$ cat config.mk
export PLATFORM = sky130hd
export DESIGN_NAME = debounce_edge_flat
export DESIGN_NICKNAME = d
export VERILOG_FILES = /design/src/rtl/debounce_pkg.sv /design/src/rtl/debounce_edge_if.sv /design/src/rtl/sync_chain.sv /design/src/rtl/debounce_edge.sv /design/src/flat_wrapper.sv
export SDC_FILE = /design/constraint.sdc
export NUM_CORES = 1
export LEC_CHECK = 0
export CAP_MARGIN = 20
export CORE_MARGIN = 2
export CORE_UTILIZATION = 35
export CTS_CLUSTER_SIZE = 8
export DETAILED_ROUTE_END_ITERATION = 12
export PLACE_DENSITY = 0.54
export SETUP_SLACK_MARGIN = 0.4
export SLEW_MARGIN = 20
export SYNTH_ARGS = -nofsm -noshare
export SYNTH_HDL_FRONTEND = slang
export SYNTH_SLANG_ARGS = --single-unit
$ cat constraint.sdc
create_clock -name clk -period 1.8 [get_ports clk]
set_input_delay 0.54 -clock clk [delete_from_list [all_inputs] [get_ports clk]]
set_output_delay 0.54 -clock clk [all_outputs]
set_load 0.1 [all_outputs]
$ cat src/rtl/debounce_pkg.sv
// Shared definitions for the debounce/edge-detect block: FSM state encoding
// and the sizing rule for the debounce counter.
package debounce_pkg;

    typedef enum logic [1:0] {
        ST_LO   = 2'd0,
        WAIT_HI = 2'd1,
        ST_HI   = 2'd2,
        WAIT_LO = 2'd3
    } state_t;

    // One spare bit above clog2 so DEBOUNCE_CYCLES-1 always fits, including
    // the degenerate DEBOUNCE_CYCLES=1 case where clog2 returns 0.
    function automatic int cnt_width(input int cycles);
        return $clog2(cycles) + 1;
    endfunction

endpackage

$ cat src/rtl/debounce_edge_if.sv
// Signal bundle between a raw pin source and the debouncer: raw level in,
// debounced level/complement and edge pulses out.
interface debounce_edge_if;

    logic din;
    logic level;
    logic level_n;
    logic rise;
    logic fall;

    modport master (
        output din,
        input  level,
        input  level_n,
        input  rise,
        input  fall
    );

    modport slave (
        input  din,
        output level,
        output level_n,
        output rise,
        output fall
    );

endinterface

$ cat src/rtl/sync_chain.sv
// Multi-flop synchronizer for a single asynchronous bit; every stage clears
// on the asynchronous reset so no stale value survives a reset pulse.
module sync_chain #(
    parameter int SYNC_STAGES = 2
) (
    input  logic clk,
    input  logic rst,
    input  logic d,
    output logic q
);

    logic [SYNC_STAGES-1:0] stage_reg;
    logic [SYNC_STAGES-1:0] stage_next;

    assign stage_next[0] = d;

    generate
        for (genvar gi = 1; gi < SYNC_STAGES; gi++) begin : g_link
            assign stage_next[gi] = stage_reg[gi-1];
        end
    endgenerate

    always_ff @(posedge clk or posedge rst) begin
        if (rst) begin
            stage_reg <= '0;
        end else begin
            stage_reg <= stage_next;
        end
    end

    assign q = stage_reg[SYNC_STAGES-1];

endmodule

$ cat src/rtl/debounce_edge.sv
// Debounced level with rise/fall pulses: a new synchronized value is accepted
// only after it has held for DEBOUNCE_CYCLES cycles beyond the first sighting.
module debounce_edge
    import debounce_pkg::*;
#(
    parameter int SYNC_STAGES     = 2,
    parameter int DEBOUNCE_CYCLES = 4
) (
    input  logic            clk,
    input  logic            rst,
    debounce_edge_if.slave  bus
);

    localparam int                CNT_W   = cnt_width(DEBOUNCE_CYCLES);
    localparam logic [CNT_W-1:0]  CNT_MAX = CNT_W'(DEBOUNCE_CYCLES - 1);

    logic             sync_s;
    state_t           state_reg;
    logic [CNT_W-1:0] cnt_reg;
    logic             level_reg;
    logic             level_n_reg;
    logic             rise_reg;
    logic             fall_reg;

    sync_chain #(
        .SYNC_STAGES (SYNC_STAGES)
    ) u_sync (
        .clk (clk),
        .rst (rst),
        .d   (bus.din),
        .q   (sync_s)
    );

    // Pulses default low every cycle so each accepted edge lasts exactly one
    // clock; the stable states need at least one cycle before a new WAIT can
    // complete, which keeps pulses from ever landing back to back.
    always_ff @(posedge clk or posedge rst) begin
        if (rst) begin
            state_reg   <= ST_LO;
            cnt_reg     <= '0;
            level_reg   <= 1'b0;
            level_n_reg <= 1'b1;
            rise_reg    <= 1'b0;
            fall_reg    <= 1'b0;
        end else begin
            rise_reg <= 1'b0;
            fall_reg <= 1'b0;
            case (state_reg)
                ST_LO: begin
                    level_reg   <= 1'b0;
                    level_n_reg <= 1'b1;
                    if (sync_s) begin
                        state_reg <= WAIT_HI;
                        cnt_reg   <= '0;
                    end
                end
                WAIT_HI: begin
                    if (!sync_s) begin
                        state_reg <= ST_LO;
                        cnt_reg   <= '0;
                    end else if (cnt_reg == CNT_MAX) begin
                        state_reg   <= ST_HI;
                        cnt_reg     <= '0;
                        level_reg   <= 1'b1;
                        level_n_reg <= 1'b0;
                        rise_reg    <= 1'b1;
                    end else begin
                        cnt_reg <= cnt_reg + 1'b1;
                    end
                end
                ST_HI: begin
                    level_reg   <= 1'b1;
                    level_n_reg <= 1'b0;
                    if (!sync_s) begin
                        state_reg <= WAIT_LO;
                        cnt_reg   <= '0;
                    end
                end
                WAIT_LO: begin
                    if (sync_s) begin
                        state_reg <= ST_HI;
                        cnt_reg   <= '0;
                    end else if (cnt_reg == CNT_MAX) begin
                        state_reg   <= ST_LO;
                        cnt_reg     <= '0;
                        level_reg   <= 1'b0;
                        level_n_reg <= 1'b1;
                        fall_reg    <= 1'b1;
                    end else begin
                        cnt_reg <= cnt_reg + 1'b1;
                    end
                end
                default: begin
                    state_reg <= ST_LO;
                    cnt_reg   <= '0;
                end
            endcase
        end
    end

    assign bus.level   = level_reg;
    assign bus.level_n = level_n_reg;
    assign bus.rise    = rise_reg;
    assign bus.fall    = fall_reg;

endmodule

$ cat src/flat_wrapper.sv
// flat-port wrapper written by rule: the top's interface ports become plain ports
module debounce_edge_flat import debounce_pkg::*;
#(
    parameter int SYNC_STAGES     = 2,
    parameter int DEBOUNCE_CYCLES = 4
)
  (clk, rst, bus_din, bus_level, bus_level_n, bus_rise, bus_fall);
  debounce_edge_if bus_i ();
  input  logic clk;
  input  logic rst;
  input wire logic [$bits(bus_i.din)-1:0] bus_din;
  output wire logic [$bits(bus_i.level)-1:0] bus_level;
  output wire logic [$bits(bus_i.level_n)-1:0] bus_level_n;
  output wire logic [$bits(bus_i.rise)-1:0] bus_rise;
  output wire logic [$bits(bus_i.fall)-1:0] bus_fall;
  assign bus_i.din = bus_din;
  assign bus_level = bus_i.level;
  assign bus_level_n = bus_i.level_n;
  assign bus_rise = bus_i.rise;
  assign bus_fall = bus_i.fall;
  debounce_edge #(.SYNC_STAGES(SYNC_STAGES), .DEBOUNCE_CYCLES(DEBOUNCE_CYCLES)) u_core (.clk(clk), .rst(rst), .bus(bus_i));
endmodule
==> flow_metrics.env <==
export IMPL_io_buffers=6
export IMPL_grt_pass1_vias=414
export IMPL_critPathKind="reg -> out"
export IMPL_hold_class="reg -> reg"
export IMPL_vias=389
export IMPL_antenna_found_initial=0
export IMPL_yosysSeqAreaShare=0.468
export IMPL_rsz0062_at_grt="true"
export IMPL_clk_pin_slew_ns=0.07
export IMPL_setup_tns_ns=0
export IMPL_cts_root_buf="clkbuf_4"
export IMPL_largest_reg_flops=3
export IMPL_cap_violations=0
export IMPL_synth_seq_cells=11
export IMPL_synth_largest_area_cell="dfrtp_1"
export IMPL_grt_max_degree=12
export IMPL_clk_path_buf_depth=2
export IMPL_final_common_cell="dfrtp_2"
export IMPL_max_vdd_ir_drop_mv=1.60
export IMPL_fin_crit_sh=0.855
export IMPL_finalCriticalPeriod_ns=1.54
export IMPL_path_cells="buf_12"
export IMPL_power_leakage_nw=0.393
export IMPL_coreArea_mm2=0.00154
export IMPL_cp_top_family="flip-flops"
export IMPL_start_kind="flop"
export IMPL_synth_top_area_share=0.424
export IMPL_synth_nets=52
export IMPL_wl_per_cell_um=15.8
export IMPL_nets=69
export IMPL_fin_hold_ws_ns=0.370
export IMPL_min_path_cells=0
export IMPL_clock_sinks=11
export IMPL_firstDrtPassIters=1
export IMPL_max_freq_mhz=650
export IMPL_ys_types=22
export IMPL_cpPeakStageDelay_ns=0.56
export IMPL_ant_nets=0
export IMPL_io_pins=7
export IMPL_place_congestion=0.785
export IMPL_path_max_fanout=2
export IMPL_clock_skew_final_ns=0.00147
export IMPL_synth_avg_cell_area_um2=13.4
export IMPL_ys_warnings_count=0
export IMPL_clk_latency_ns=0.26
export IMPL_cts_tree="yes"
export IMPL_setup_viol=0
export IMPL_antenna_cells=0
export IMPL_wirelength_um=1200
export IMPL_critPathSlowestCell="dfstp_2"
export IMPL_syn_cell_area_um2=591
export IMPL_die_area_mm2=0.00203
export IMPL_synthTopCellsByArea="dfrtp_1 42%, ha_1 11%, mux2i_4 7.6%, mux2i_1 5.1%, mux2_4 5.1%"
export IMPL_ctsHoldBuffers=0
export IMPL_hp_start="u_core.u_sync.stage_reg[0]"
export IMPL_tightest_slew_ns=0.426
export IMPL_cp_arrival_ns=1.00
export IMPL_grt_total_usage=0.141
export IMPL_critPathBufInv=1
export IMPL_required_ns=1.26
export IMPL_grt_first_pass_wirelength_um=1970
export IMPL_drive_gt1_frac=0.700
export IMPL_dp_hpwl_um=707
export IMPL_r2r_slack_ns=0.32
export IMPL_status="completed"
export IMPL_numCtsBuffers=3
export IMPL_holdPathEnd="u_core.u_sync.stage_reg[1]"
export IMPL_die_h_um=45.1
export IMPL_power_density_mw_per_mm2=1920
export IMPL_start_util=0.383
export IMPL_slew_headroom=0.715
export IMPL_crit_path_end_kind="primary output"
export IMPL_r2r_cells=5
export IMPL_rows=14
export IMPL_mostFrequentLayoutCells="6 x dfrtp_2, 5 x buf_4, 4 x ha_4, 4 x buf_12, 4 x dfrtp_1"
export IMPL_vias_per_cell=5.12
export IMPL_syn2layout_area_growth_pct=51.1
export IMPL_slew_viol_final=0
export IMPL_drt_drc_violations_left=0
export IMPL_overflow=0
export IMPL_htree_num_levels=1
export IMPL_synth_cells=44
export IMPL_die_w_um=45.1
export IMPL_drt_initial_drc_count=0
export IMPL_hold_viol_final=0
[stage by stage]
stage               area [um2]  worst slack, ns  power, mW  utilization  cells
floorplan                  599            0.410      0.969            -     44
global placement           708            0.308       1.15        0.459     65
detailed placement         708            0.288       1.17        0.459     65
CTS                        845            0.247       1.60        0.548     73
global route               892            0.227       1.80        0.579     76
finish                     892            0.262       1.72        0.579     76
[cells in the mapped netlist (all sizes together)]
library cell / number
nand2: 1
o211ai: 1
nor2: 2
o21ai: 3
ha: 5
and3b: 1
dfstp: 1
buf: 1
and3: 1
a21o: 1
inv: 4
o41ai: 1
mux2i: 5
dfrtp: 10
and2b: 1
nor3: 1
a21oi: 1
mux2: 3
and2: 1
[per-layer routing]
layer	up-vias	routed length (um)	track usage
li1	184	-	-
met1	190	490	0.168
met2	11	645	0.234
met3	4	37	0.0360
met4	0	26	0.0706
met5	-	0	0
[report_power, final]
part | internal [mW] | switching [mW] | total, mW | leakage (nW)
clock network | 0.0856 | 0.0823 | 0.168 | 0.0150
logic | 0.550 | 0.556 | 1.11 | 0.248
registers | 0.332 | 0.109 | 0.441 | 0.130
[how the worst max path moves through the flow]
| stage | endpoint | startpoint | slack (ns) | cells past startpoint |
|---|---|---|---|---|
| after CTS | bus_level_n | u_core.bus.level_n | 0.25 | 1 |
| final | bus_level_n | u_core.bus.level_n | 0.26 | 1 |
| after floorplan | u_core.bus.level | u_core.cnt_reg[0] | 0.41 | 4 |
| after global routing | bus_level_n | u_core.bus.level_n | 0.23 | 1 |
| after detailed placement | u_core.bus.level | flop | 0.29 | 5 |
| after global placement | u_core.bus.level | flop | 0.31 | 5 |
[final cells by class]
| cell class | instances | area [um2] |
|---|---|---|
| Fill cell | 122 | 649 |
| Multi-Input combinational cell | 28 | 382 |
| Sequential cell | 11 | 284 |
| Timing Repair Buffer | 13 | 160 |
| Inverter | 4 | 20.0 |
| Tap cell | 16 | 20.0 |
| Clock buffer | 4 | 26.3 |
[timing repair]
item                                    4_1_cts  5_1_grt
endpoints found under the setup margin        6        8
buffers inserted                              4        3
pin swaps                                     3        3
resized for setup                            18        6
[kinds of logic after synthesis]
family                     share of synthesized area
AOI/OAI and AO/OA                              0.102
adders and majority gates                      0.106
buffers and inverters                         0.0445
DFF                                            0.468
muxes                                          0.197
and+or+nand+nor                               0.0826
Note: power is estimated with default switching activity, not from simulation.
==> patch 1: new RTL, same flow settings <==
`DEBOUNCE_CYCLES` is set to 4 in 2 places; all go to 8.
--- a/src/rtl/debounce_edge.sv
+++ b/src/rtl/debounce_edge.sv
@@ -4,7 +4,7 @@
     import debounce_pkg::*;
 #(
     parameter int SYNC_STAGES     = 2,
-    parameter int DEBOUNCE_CYCLES = 4
+    parameter int DEBOUNCE_CYCLES = 8
 ) (
     input  logic            clk,
     input  logic            rst,
--- a/src/flat_wrapper.sv
+++ b/src/flat_wrapper.sv
@@ -2,7 +2,7 @@
 module debounce_edge_flat import debounce_pkg::*;
 #(
     parameter int SYNC_STAGES     = 2,
-    parameter int DEBOUNCE_CYCLES = 4
+    parameter int DEBOUNCE_CYCLES = 8
 )
   (clk, rst, bus_din, bus_level, bus_level_n, bus_rise, bus_fall);
   debounce_edge_if bus_i ();
Check against the original RTL: not equivalent (Yosys sat finds a counterexample within 10 cycles, from zero or initial values and one cycle with rst high).
==> patch 1 against the original RTL <==
  * Power rose by 17%
  * Synthesized cell count rose by 39%
  * Sequential cell count rose by 1
  * Routed wire length rose by 39%
  * Global-route usage rose by 2.7 points
  * Register-to-register slack got worse by 100 ps
  * Design area rose by 25%
  * Critical endpoint is now u_core.cnt_reg[3]
  * Setup slack got worse by 43 ps
  * Area after synthesis rose by 15%
  * Critical path type is now reg -> reg
==> patch 1: results (changes against the original RTL) <==
CLK BUF 4 (unchanged); Worst path max stage delay 530 ps (-30 ps); RD Place Congestion 0.747 (-4.8%); maximum fanout along the worst path 6 (+4); dpl ws 150 ps (-137 ps); worst vdd rail ir drop 0.000936 V (-41%); Data buffer area share 0.243 (+0.0635); multi-input gates 42 (+50%); Antenna Cells 0 (unchanged); Logic pwr share 0.672 (+0.027); arrival time at the worst endpoint 1780 ps (+780 ps); layout cell share with drive strength beyond 1 0.640 (-0.0605); multi-input logic portion of the cell area 0.401 (-0.0269); Worst-Skew Late Latency 280 ps (+20 ps); CP top delay family simple AND/OR/NAND/NOR gates; global-route wire length before repair 2530 µm (+29%); clk root buf clkbuf_4; CP max stage cell or4_4; # H-tree levels 1 (unchanged); post-CTS setup buffers 15 (+11); first-pass detailed-route iteration total 3 (+2); invs w/o clock 5 (+1); number of global-route vias before repair 574 (+39%); HPWL after detailed placement 922 µm (+31%); max FFs per register 4 (+1); initial antenna violation count 0 (unchanged); max_slew headroom 0.686 (-0.0299); # resized after CTS 19 (+1); register area 309 µm² (+8.8%); layout net count 95 (+38%); Iteration-0 DRC Markers 7 (+7); Seq cells post-synth 12 (+1); largest net degree at the start of global routing 13 (+1); Port Buffers 6 (unchanged); Post-synth top cells dfrtp_1, ha_1, inv_1, nor2_1, mux2i_1; All-Layer GR Usage 0.168 (+0.0268); outcome complete, no violations; Clock Skew 6.43 ps (+4.95 ps); bufs w/o clock 23 (+10); hold buffers post-CTS 0 (unchanged); CTS max path bufs 2 (unchanged); Reg power frac 0.218 (-0.039); Layout clock area frac 0.0325 (+0.00302); switching share of total power 0.415 (-0.0211); Synthesis Warnings 0 (unchanged); post-synthesis sequential area ratio 0.442 (-0.0260); Via density 5.23 (+2.3%); Clock transition at path regs 80 ps; synth unique cells 32 (+45%); WL per Instance 15.0 µm (-4.7%); Leakage 0.489 nW (+25%); CTS tree done; Synth async-reset ratio 1.00 (unchanged); Synth area leaders dfrtp_1, ha_1, mux2i_1; Filler cells 147 (+20%); worst min path class reg -> reg; CTS Buf Count 3 (unchanged); Syn Nets 69 (+33%)
[patch 1: logic make-up (layout without fill, tap and decap cells)]
| logic type | count (synthesis) | in the layout | share of synthesized area |
|---|---|---|---|
| AO/OA/AOI/OAI | 15 | 15 | 0.183 |
| flip-flops | 12 | 12 | 0.442 |
| multiplexers | 5 | 5 | 0.0826 |
| AND/OR/NAND/NOR | 17 | 17 | 0.145 |
| adder cells (fa/ha/maj) | 5 | 5 | 0.0917 |
| buffers and inverters | 7 | 32 | 0.0551 |
[patch 1: stage by stage]
step                      std cells  power (mW)  hold slack, ps  area (µm²)  utilization
after floorplan                  61        1.02             331         707            -
after global placement           90        1.23             340         816        0.458
after detailed placement         90        1.24             339         816        0.458
after CTS                       109        1.88             360        1070        0.601
after global routing            111        2.12             363        1120        0.627
final                           111        2.00             357        1120        0.627
[patch 1: per-layer routing]
metal	up-vias	GRT usage	share of wire
met5	-	0	0
met4	0	0.0595	0.020
met3	4	0.0667	0.038
met2	10	0.284	0.55
met1	290	0.191	0.40
li1	277	-	-
[patch 1: path summary, 6_finish.rpt]
| path | end | cells past startpoint | slack [ps] | startpoint |
|---|---|---|---|---|
| min in group asynchronous | u_core.cnt_reg[1] | 2 | 560 | rst |
| worst min register to register | u_core.u_sync.stage_reg[1] | 0 | 360 | u_core.u_sync.stage_reg[0] |
| worst max-delay path | u_core.cnt_reg[3] | 5 | 220 | flip-flop |
| worst min-delay path | u_core.u_sync.stage_reg[1] | 0 | 360 | u_core.u_sync.stage_reg[0] |
| max in group asynchronous | u_core.bus.level | 2 | 880 | rst |
| worst max register to register | u_core.cnt_reg[3] | 5 | 220 | flip-flop |
==> patch 2: new RTL, same flow settings <==
Without the edit above. Make the reset (`rst`) synchronous in 2 clocked blocks. Comments in the files are not updated.
--- a/src/rtl/sync_chain.sv
+++ b/src/rtl/sync_chain.sv
@@ -20,7 +20,7 @@
         end
     endgenerate
 
-    always_ff @(posedge clk or posedge rst) begin
+    always_ff @(posedge clk) begin
         if (rst) begin
             stage_reg <= '0;
         end else begin
--- a/src/rtl/debounce_edge.sv
+++ b/src/rtl/debounce_edge.sv
@@ -34,7 +34,7 @@
     // Pulses default low every cycle so each accepted edge lasts exactly one
     // clock; the stable states need at least one cycle before a new WAIT can
     // complete, which keeps pulses from ever landing back to back.
-    always_ff @(posedge clk or posedge rst) begin
+    always_ff @(posedge clk) begin
         if (rst) begin
             state_reg   <= ST_LO;
             cnt_reg     <= '0;
Check against the original RTL: differs if rst is asserted again (counterexample within 10 cycles, from zero or initial values and one cycle with rst high); with rst held inactive, the same outputs for 10 cycles.
==> patch 2 against the original RTL <==
  * Non-clock buffer count shrank 3
  * Area after synthesis decreased by 7.2%
  * Routed wire length down 23%
  * Critical path depth up 4
  * Setup slack improved by 130 ps
  * Sequential cell count did not move
  * Design area fell by 14%
  * Final cell count increased by 7.9%
  * Worst hold slack gained 79 ps
  * Utilization decreased by 6.2 points
  * Clock skew is 1.3 ps higher
  * Critical endpoint is now u_core.cnt_reg[0]
Power is not compared: it rests on default switching activity, and its combinational part moved more than twofold at a synthesized area within 25%.
==> patch 2: results (changes against the original RTL) <==
Port Buffers 6 (unchanged); HPWL after detailed placement 659 µm (-6.8%); largest net degree at the start of global routing 13 (+1); RD Place Congestion 0.646 (-18%); outcome complete, no violations; initial antenna violation count 0 (unchanged); maximum fanout along the worst path 4 (+2); Iteration-0 DRC Markers 2 (+2); arrival time at the worst endpoint 1610 ps (+610 ps); R2R setup slack 400 ps (+80 ps); Antenna Cells 0 (unchanged); Worst path max stage delay 390 ps (-170 ps); hold path startpoint u_core.u_sync.stage_reg[0]; All-Layer GR Usage 0.117 (-0.0239); WL final 921 µm (-23%); CP max stage cell dfxtp_4; hold endpoint u_core.u_sync.stage_reg[1]; Synth async-reset ratio 0 (-1.00); Clock transition at path regs 70 ps (about the same); layout net count 75 (+8.7%); synth unique cells 23 (+4.5%); Syn Nets 62 (+19%); # H-tree levels 1 (unchanged); max_slew headroom 0.773 (+0.0573); FF-to-FF path depth 5 (unchanged); Filler cells 126 (+3.3%); first-pass detailed-route iteration total 4 (+3); max FFs per register 3 (unchanged); FF-to-FF End u_core.cnt_reg[0]; total grt overflow 0 (unchanged); ys flop type dfxtp_1; Synthesis Warnings 0 (unchanged); final hold slack 450 ps (+79.5 ps); Synth area leaders dfxtp_1, ha_1, mux2i_1; worst vdd rail ir drop 0.000684 V; global-route wire length before repair 1610 µm (-18%); via count 410 (+5.4%); CP top delay family flip-flops; number of global-route vias before repair 388 (-6.3%); clk root buf clkbuf_4; CTS max path bufs 2 (unchanged); CTS Buf Count 3 (unchanged); post-synthesis sequential area ratio 0.402 (-0.0664); Clock Skew 2.74 ps (+1.27 ps); Min-Delay Path Depth 1 (+1); layout cell share with drive strength beyond 1 0.439 (-0.261); Post-synth top cells dfxtp_1, mux2i_1, ha_1, nor2b_1
[patch 2: power by group]
part	total, mW	switching, mW	internal [mW]
sequential	0.294	0.0257	0.268
combinational	0.295	0.157	0.138
clock	0.167	0.0810	0.0856
[patch 2: worst max-delay path by stage]
stage | start | endpoint | slack [ps] | cells after the start
CTS | u_core.state_reg[0] | u_core.cnt_reg[0] | 350 | 5
detailed placement | rst | flip-flop | 220 | 4
floorplan | u_core.state_reg[0] | u_core.cnt_reg[0] | 410 | 5
global placement | rst | flip-flop | 240 | 4
global route | flip-flop | u_core.bus.level | 350 | 5
finish | flip-flop | u_core.cnt_reg[0] | 400 | 5
[patch 2: cell type report]
class                           count  share of cell area
Timing Repair Buffer               10               0.169
Inverter                            2              0.0163
Clock buffer                        4              0.0341
Tap cell                           16              0.0260
Sequential cell                    11               0.302
Multi-Input combinational cell     39               0.452
[patch 2: kinds of logic (layout without fill, tap and decap cells)]
group	Yosys count	after routing	synth area share
buffers and inverters	4	16	0.0411
multiplexers	8	8	0.158
flip-flops	11	11	0.402
AO/OA/AOI/OAI	7	7	0.0799
adder cells (fa/ha/maj)	5	5	0.114
AND/OR/NAND/NOR	19	19	0.206
[patch 2: stage by stage]
step / utilization / power [mW] / instances / worst slack (ps) / instance area (µm²)
final: 0.517 / 0.755 / 82 / 395 / 769
after global routing: 0.517 / 0.792 / 82 / 347 / 769
after CTS: 0.492 / 0.738 / 81 / 352 / 733
after detailed placement: 0.448 / 0.530 / 75 / 221 / 667
after global placement: 0.448 / 0.531 / 75 / 239 / 667
after floorplan: - / 0.459 / 54 / 412 / 554
[patch 2: per-layer routing]
metal | share of wire | GRT usage | routed length [µm]
met5 | 0 | 0 | 0
met3 | 0.034 | 0.0250 | 31
met2 | 0.49 | 0.179 | 448
met4 | 0.011 | 0.0909 | 10
met1 | 0.47 | 0.142 | 430
[patch 2: what timing repair did]
| action | 4_1_cts | 5_1_grt |
|---|---|---|
| endpoints found under the hold margin | 0 | 0 |
| buffers inserted | 2 | 1 |
| gates resized for setup | 9 | 7 |
| pin swaps | 5 | 4 |
| setup endpoints to repair | 5 | 5 |
| hold buffers | 0 | 0 |
